**config.mk**
```make
export PLATFORM = sky130hd
export DESIGN_NAME = mem_copy_engine
export DESIGN_NICKNAME = d
export VERILOG_FILES = /design/src/rtl/mem_copy_engine_pkg.sv /design/src/rtl/mem_copy_engine.sv
export SDC_FILE = /design/constraint.sdc
export NUM_CORES = 1
export LEC_CHECK = 0
export ABC_AREA = 0
export CAP_MARGIN = 20
export CORE_MARGIN = 2
export CORE_UTILIZATION = 30
export DETAILED_ROUTE_END_ITERATION = 8
export HOLD_SLACK_MARGIN = 0.12
export PLACE_DENSITY = 0.59
export SLEW_MARGIN = 20
export SYNTH_ARGS = -nofsm -noshare
export SYNTH_HDL_FRONTEND = slang
export SYNTH_SLANG_ARGS = --single-unit
```
**constraint.sdc**
```tcl
create_clock -name clk -period 4.3 [get_ports clk]
set_input_delay 1.29 -clock clk [delete_from_list [all_inputs] [get_ports clk]]
set_output_delay 1.29 -clock clk [all_outputs]
set_load 0.02 [all_outputs]
```
**src/rtl/mem_copy_engine_pkg.sv**
```systemverilog
// mem_copy_engine_pkg
//   Shared definitions for the memory copy engine and the memory it drives.
//   - state_t      : copy FSM state encoding (IDLE=0, RD=1, WR=2, DONE=3)
//   - DEF_WIDTH    : default memory data word width
//   - DEF_ADDRSIZE : default memory address width (memory holds 2^DEF_ADDRSIZE words)
package mem_copy_engine_pkg;

    typedef enum logic [1:0] {
        ST_IDLE = 2'd0,
        ST_RD   = 2'd1,
        ST_WR   = 2'd2,
        ST_DONE = 2'd3
    } state_t;

    localparam int DEF_WIDTH    = 32;
    localparam int DEF_ADDRSIZE = 12;

endpackage

```
**src/rtl/mem_copy_engine.sv**
```systemverilog
// mem_copy_engine
//   Bus initiator that copies a block of words inside a single-port synchronous
//   memory, one word per read cycle + write cycle, in ascending address order.
//
//   Handshake: start is only looked at in IDLE; a high start there is accepted
//   at that clock edge. busy is high from the following cycle through the last
//   write cycle, then done pulses for exactly one cycle and the engine returns
//   to IDLE. start at any other time is dropped, not queued.
//
// Ports
//   clk          : clock, all state changes on the rising edge
//   reset        : synchronous, active-high; also forces all outputs low
//   start        : copy request (IDLE only)
//   src_addr     : first source word address, captured on accepted start
//   dst_addr     : first destination word address, captured on accepted start
//   length       : word count 0..2^ADDRSIZE, captured on accepted start
//   busy         : copy in progress (RD/WR states)
//   done         : one-cycle completion pulse
//   mem_address  : memory address
//   mem_wr       : memory write enable (WR state only)
//   mem_dataIn   : memory write data
//   mem_dataOut  : memory registered read data (1-cycle latency)
module mem_copy_engine
    import mem_copy_engine_pkg::*;
#(
    parameter int WIDTH    = DEF_WIDTH,
    parameter int ADDRSIZE = DEF_ADDRSIZE
) (
    input  logic                clk,
    input  logic                reset,
    input  logic                start,
    input  logic [ADDRSIZE-1:0] src_addr,
    input  logic [ADDRSIZE-1:0] dst_addr,
    input  logic [ADDRSIZE:0]   length,
    output logic                busy,
    output logic                done,
    output logic [ADDRSIZE-1:0] mem_address,
    output logic                mem_wr,
    output logic [WIDTH-1:0]    mem_dataIn,
    input  logic [WIDTH-1:0]    mem_dataOut
);

    localparam logic [ADDRSIZE:0] CNT_ONE  = {{ADDRSIZE{1'b0}}, 1'b1};
    localparam logic [ADDRSIZE:0] CNT_ZERO = '0;

    state_t              state;
    state_t              state_next;
    logic [ADDRSIZE-1:0] src_q;
    logic [ADDRSIZE-1:0] dst_q;
    logic [ADDRSIZE:0]   len_q;
    // One bit wider than the address so a full-memory copy can count to 2^ADDRSIZE.
    logic [ADDRSIZE:0]   cnt_q;
    logic [ADDRSIZE:0]   cnt_inc;
    logic [ADDRSIZE-1:0] rd_addr;
    logic [ADDRSIZE-1:0] wr_addr;

    assign cnt_inc = cnt_q + CNT_ONE;
    // Address sums truncate to ADDRSIZE bits, so copies wrap past the top word.
    assign rd_addr = src_q + cnt_q[ADDRSIZE-1:0];
    assign wr_addr = dst_q + cnt_q[ADDRSIZE-1:0];

    // State register, captured operands and word counter.
    always_ff @(posedge clk) begin
        if (reset) begin
            state <= ST_IDLE;
            src_q <= '0;
            dst_q <= '0;
            len_q <= '0;
            cnt_q <= '0;
        end else begin
            state <= state_next;
            if (state == ST_IDLE && start) begin
                src_q <= src_addr;
                dst_q <= dst_addr;
                len_q <= length;
                cnt_q <= '0;
            end else if (state == ST_WR) begin
                cnt_q <= cnt_inc;
            end
        end
    end

    // Next-state logic.
    always_comb begin
        state_next = state;
        case (state)
            ST_IDLE: begin
                if (start) begin
                    state_next = (length == CNT_ZERO) ? ST_DONE : ST_RD;
                end
            end
            ST_RD:   state_next = ST_WR;
            ST_WR:   state_next = (cnt_inc == len_q) ? ST_DONE : ST_RD;
            ST_DONE: state_next = ST_IDLE;
            default: state_next = ST_IDLE;
        endcase
    end

    // Outputs. Reset gates them combinationally so an aborted copy stops
    // writing in the very first reset cycle, not one cycle later.
    always_comb begin
        busy        = 1'b0;
        done        = 1'b0;
        mem_wr      = 1'b0;
        mem_address = '0;
        mem_dataIn  = '0;
        if (!reset) begin
            case (state)
                ST_RD: begin
                    busy        = 1'b1;
                    mem_address = rd_addr;
                end
                ST_WR: begin
                    busy        = 1'b1;
                    mem_wr      = 1'b1;
                    mem_address = wr_addr;
                    // Read data registered by the memory at the end of RD is
                    // held during WR and forwarded without another register.
                    mem_dataIn  = mem_dataOut;
                end
                ST_DONE: begin
                    done = 1'b1;
                end
                default: ;
            endcase
        end
    end

endmodule
```
==> flow_metrics.py, run 1 <==
metrics = {
    "global_routing": {
        "first_global_vias": 3158,
        "grtUsageTotal": 0.163,
        "antenna_found_initial": 0,
        "grt_overflow": 0,
        "grt_max_degree": 39,
        "grt_pass1_wl_um": 15400,
    },
    "clock_tree": {
        "clkSinkCount": 52,
        "cts_hold_buf": 0,
        "clkLatencyLatePin_ps": 310,
        "cts_buffer_depth": 2,
        "cts_buffers": 5,
        "path_clk_slew_ps": 100,
        "cts-root-buf": "clkbuf_8",
        "cts_setup_buffers": 0,
        "htreeDepth": 2,
        "cts_tree": "done",
    },
    "die": {
        "coreArea_mm2": 0.0108,
        "die_h_um": 109,
        "die_w_um": 109,
        "start_util": 0.306,
        "rows": 38,
        "pin_count": 119,
        "design.die.area_mm2": 0.0118,
    },
    "sta": {
        "clock_skew_ps": 11.9,
        "worst_pin_slew_ps": 515,
        "layout_min_cycle_time_ps": 4250,
        "rsz0062_at_grt": "yes",
        "setup_viol": 0,
        "fmax_mhz": 235,
        "post-route-period-util": 0.988,
        "hold_viol": 0,
        "drv_slew": 0,
        "slew_headroom": 0.653,
    },
    "run_status": {
        "status": "finished clean",
    },
    "layout": {
        "nFillCells": 1055,
        "final_common_cell": "clkdlybuf4s50_1",
        "final_cells": 700,
        "drive_above_1_share": 0.121,
        "multi_input_area_mm2": 0.00219,
        "n_antenna_cell": 0,
        "layout_common_cells": "clkdlybuf4s50_1, nand2_1, dfxtp_1",
        "fin_nets": 648,
        "final_util": 0.457,
        "seqCellArea_mm2": 0.00104,
        "syn_to_final_growth_pct": 49.6,
    },
    "setup_path": {
        "worstPathRequired_ps": 3010,
        "cp-start-kind": "flop",
        "critical_path.endpoint": "mem_address[8]",
        "ff2ff_setup_slack_ps": 2090,
        "timing.rr.start": "state[0]",
        "critPathMaxFanout": 4,
        "worstPathArrival_ps": 2960,
        "critPathKind": "reg2out",
        "cp-startpoint": "state[0]",
        "cp-end-kind": "primary output",
        "r2r_cells": 11,
        "r2r_end": "state[1]",
    },
    "yosys": {
        "synthDistinctLibCells": 47,
        "syn_inst": 436,
        "synth.net_count": 525,
        "ys_warn_count": 0,
        "syn_area_per_cell_um2": 7.56,
        "ys_ff_latch": 52,
        "synth_area_mm2": 0.00330,
        "ys_seq_area_frac": 0.316,
    },
    "routing": {
        "drt-initial-drc-count": 89,
        "via_count": 3259,
        "dr.pass1.iters": 4,
        "wl_per_cell_um": 13.8,
        "postRouteAntennaNets": 0,
        "drc": 0,
        "routed_wl_um": 9690,
        "via_per_inst": 4.66,
    },
    "place": {
        "place_inst": 692,
        "gp_congestion": 0.851,
        "io_buffers": 118,
        "hpwl_um": 7770,
    },
    "job": {
        "cap_violations": 0,
    },
    "min_path": {
        "hold_start": "dst_q[2]",
        "hold_path.class": "reg2reg",
    },
    "power_and_ir_drop": {
        "vdd_drop_max_mv": 0.125,
        "powerDensity_mw_per_mm2": 278,
        "p_leak_nw": 1.94,
    },
}
critical path: stages, from the launching register on:
cell and delay, ps:
dfxtp_1 330, inv_2 80, ha_4 160, mux2_2 340, ha_1 190, inv_1 70
fa_1 180, nor2b_1 70, o31a_1 260, o31a_1 290, o21a_1 190, o21a_1 170
nor3_2 130, buf_4 170
cell families (layout without fill, tap and decap cells):
| kind of cell | after synthesis | in the layout | share of synthesized area |
|---|---|---|---|
| compound gates | 75 | 75 | 0.130 |
| xor+xnor | 33 | 33 | 0.0876 |
| fa+ha+maj | 17 | 17 | 0.0668 |
| buf+inv | 36 | 160 | 0.0429 |
| flops | 52 | 52 | 0.316 |
| mux | 13 | 13 | 0.0436 |
| simple gates | 210 | 210 | 0.313 |
where the power goes:
part / internal (mW) / total, mW / switching (mW)
sequential: 0.523 / 0.552 / 0.0283
clock: 0.173 / 0.337 / 0.164
combinational: 0.242 / 0.482 / 0.241
routing by layer:
metal / vias up / global-route usage / share of wire
li1: 1700 / - / -
met1: 1513 / 0.231 / 0.49
met2: 38 / 0.259 / 0.48
met3: 8 / 0.0197 / 0.023
met4: 0 / 0.0467 / 0.011
met5: - / 0 / 0
through the flow:
| step | hold slack, ps | setup WS, ps | cell area [um^2] | TNS [ps] | power (mW) |
|---|---|---|---|---|---|
| after floorplan | 433 | 13.4 | 3300 | 0 | 0.818 |
| after global placement | 445 | -86.9 | 4760 | -181 | 1.03 |
| after detailed placement | 450 | -156 | 4760 | -429 | 1.04 |
| after CTS | 463 | 2.83 | 4900 | 0 | 1.38 |
| after global routing | 489 | -78.4 | 4930 | -179 | 1.45 |
| final | 460 | 50.3 | 4930 | 0 | 1.37 |
area by class of cell:
type                            instances  share of cell area
Clock buffer                            6              0.0147
Inverter                                8             0.00609
Multi-Input combinational cell        348               0.444
Tap cell                              140              0.0355
Timing Repair Buffer                  144               0.281
Clock inverter                          2             0.00710
Sequential cell                        52               0.211
worst min path at each step:
| stage | to | slack [ps] | depth (start not counted) |
|---|---|---|---|
| finish | dst_q[2] | 460 | 2 |
| floorplan | dst_q[0] | 430 | 2 |
| global route | dst_q[2] | 490 | 2 |
| detailed placement | dst_q[10] | 450 | 2 |
| global placement | src_q[7] | 450 | 2 |
| CTS | src_q[3] | 460 | 2 |
registers in the layout, indices dropped and copies added, names as in the netlist:
| signal | flops |
|---|---|
| src_q | 12 |
| len_q | 13 |
| state | 2 |
| cnt_q | 13 |
| dst_q | 12 |
synth_stat cells, drive strengths merged:
cell type,n,area (um^2)
xor2,19,166
fa,1,20.0
a21o,1,7.51
o2111ai,1,8.76
nand2,91,342
nor3b,2,15.0
o21a,4,30.0
nand2b,6,37.5
and4b,1,10.0
clkbuf,21,81.3
and3,3,20.0
or3,1,6.26
buf,7,30.0
nand4bb,1,11.3
and2,35,219
nor2,31,124
nor4b,1,8.76
dfxtp,52,1040
mux2i,2,20.0
o31a,2,17.5
a21oi,47,235
mux2,11,124
o21ai,12,60.1
o211a,1,10.0
nand3,10,55.1
nand4,7,43.8
inv,8,30.0
a211oi,4,30.0
nor4,6,43.8
o211ai,1,7.51
ha,16,200
xnor2,14,123
nor3,6,35.0
a311o,1,10.0
and3b,1,8.76
nor2b,6,37.5
nand3b,1,7.51
o31ai,1,12.5
nand4b,1,8.76
repair_timing:
item | CTS | global route
endpoints found under the setup margin | 9 | 11
endpoints found under the hold margin | 0 | 0
gates resized for setup | 30 | 14
gates cloned | 0 | 0
pin swaps | 0 | 3
Power figures use the tool's default switching activity.
==> inputs of run 2 (changes only) <==
- CORE_MARGIN: 2 -> 3
==> run 2 against run 1 <==
Clock power about the same. Highest routed layer unchanged. First-iteration DRC count up 88%. Non-clock buffer count up 1. Critical path depth unchanged. Flip-flop and latch count unchanged. Via count up 0.89%. Sequential power about the same. Clock-buffer cell count unchanged. Worst setup slack better by 7.5 ps. Clock skew down 3.0 ps. Maximum frequency up 0.18%. Critical path type unchanged. Final area down 0.86%.
==> flow_metrics.py, run 2 (synthesized netlist as in run 1, its figures left out) <==
metrics = {
    "setup_path": {
        "critPathMaxFanout": 4,
        "crit_chain": "inv_2 -> ha_4 -> mux2_2 -> ha_1 -> inv_1 -> fa_2 -> nor2b_2 -> o31a_1 -> o31a_1 -> o21a_1 -> o21a_1 -> nor3_2 -> buf_4",
        "max_stage_delay_ps": 340,
        "path_delay_family": "compound AO/OA/AOI/OAI gates",
        "crit_buf_inv": 3,
        "critPathKind": "reg2out",
        "cp-start-kind": "flop",
        "worstPathRequired_ps": 3010,
        "cp_slowest_cell": "mux2_2",
        "worstPathArrival_ps": 2950,
        "cp-end-kind": "primary output",
    },
    "sta": {
        "worst_pin_slew_ps": 539,
        "slew_headroom": 0.641,
        "rsz0062_at_grt": "yes",
        "layout_min_cycle_time_ps": 4240,
        "hold_viol": 0,
        "fmax_mhz": 236,
        "drv_slew": 0,
        "setup_viol": 0,
        "clock_skew_ps": 8.90,
        "setup_slack_ps": 57.8,
        "post-route-period-util": 0.987,
    },
    "die": {
        "design.die.area_mm2": 0.0123,
        "die_h_um": 111,
        "start_util": 0.314,
        "coreArea_mm2": 0.0105,
        "pin_count": 119,
        "die_w_um": 111,
        "rows": 37,
    },
    "place": {
        "io_buffers": 118,
        "pre_cts_ws_ps": -148,
        "gp_congestion": 0.865,
        "hpwl_um": 8000,
    },
    "clock_tree": {
        "clkSinkCount": 52,
        "cts_buffer_depth": 2,
        "cts_hold_buf": 0,
        "cts-root-buf": "clkbuf_8",
        "path_clk_slew_ps": 90,
        "htreeDepth": 2,
        "cts_setup_buffers": 0,
        "cts_buffers": 5,
        "clkLatencyLatePin_ps": 310,
        "cts_tree": "done",
    },
    "layout": {
        "syn_to_final_growth_pct": 48.3,
        "reg.largest.list": "cnt_q x13, len_q x13",
        "final_util": 0.466,
        "drive_above_1_share": 0.123,
        "layout_common_cells": "clkdlybuf4s50_1, nand2_1, dfxtp_1",
        "n_antenna_cell": 0,
        "final_common_cell": "clkdlybuf4s50_1",
        "fin_nets": 649,
    },
    "routing": {
        "wl_per_cell_um": 14.6,
        "postRouteAntennaNets": 0,
        "via_count": 3288,
        "drc": 0,
        "routed_wl_um": 10200,
        "drt-initial-drc-count": 167,
        "via_per_inst": 4.72,
        "dr.pass1.iters": 4,
    },
    "global_routing": {
        "first_global_vias": 3064,
        "grt_overflow": 0,
        "grtUsageTotal": 0.156,
        "grt_pass1_wl_um": 15800,
        "antenna_found_initial": 0,
        "grt_max_degree": 41,
    },
    "power_and_ir_drop": {
        "vdd_drop_max_mv": 0.135,
        "powerDensity_mw_per_mm2": 281,
        "p_leak_nw": 1.91,
    },
    "job": {
        "cap_violations": 0,
    },
    "min_path": {
        "hold_path.class": "reg2reg",
    },
    "run_status": {
        "status": "finished clean",
    },
}
run 2: layout make-up:
cell class / count / area (um^2)
Fill cell: 1042 / 5620
Clock inverter: 2 / 35.0
Tap cell: 136 / 170
Sequential cell: 52 / 1040
Multi-Input combinational cell: 348 / 2170
Clock buffer: 6 / 72.6
Timing Repair Buffer: 145 / 1380
Inverter: 8 / 30.0
run 2: routing by layer:
layer	global-route usage	wire length, um	vias to the layer above
met5	0	0	-
met4	0.0320	68	0
met3	0.0158	270	4
met2	0.265	5010	52
met1	0.213	4860	1530
li1	-	-	1702
run 2: worst paths after layout:
path         depth (start not counted)  startpoint              to  slack, ps
min reg2reg                          2   dst_q[10]       dst_q[10]        460
max reg2reg                         11    state[0]        state[1]       2160
max                                 13    state[0]  mem_address[8]         60
min                                  2   dst_q[10]       dst_q[10]        460
run 2: report_power, final:
| group | leakage [nW] | total, mW | internal, mW | switching [mW] |
|---|---|---|---|---|
| registers | 0.424 | 0.552 | 0.523 | 0.0283 |
| clock network | 0.0552 | 0.340 | 0.173 | 0.167 |
| logic | 1.43 | 0.485 | 0.241 | 0.243 |
| total | 1.91 | 1.38 | 0.938 | 0.439 |
run 2: timing repair:
item | 4_1_cts | 5_1_grt
cloned | 0 | 0
resized for setup | 26 | 17
setup endpoints to repair | 10 | 39
pin swaps | 0 | 5
run 2: through the flow:
step / setup TNS (ps) / hold WS, ps / cells / cell area, um^2 / power (mW)
6_report: 0 / 457 / 697 / 4890 / 1.38
3_3_place_gp: -516 / 445 / 689 / 4760 / 1.03
5_1_grt: -117 / 485 / 697 / 4890 / 1.45
4_1_cts: 0 / 459 / 697 / 4870 / 1.38
2_1_floorplan: 0 / 433 / 436 / 3300 / 0.818
3_5_place_dp: -626 / 445 / 689 / 4760 / 1.04
run 2: worst min-delay path: cells and delay by family (launching register included):
family,cells,cell delay (ps)
AND/OR/NAND/NOR,1,50
AO/OA/AOI/OAI,1,50
flip-flops,1,320
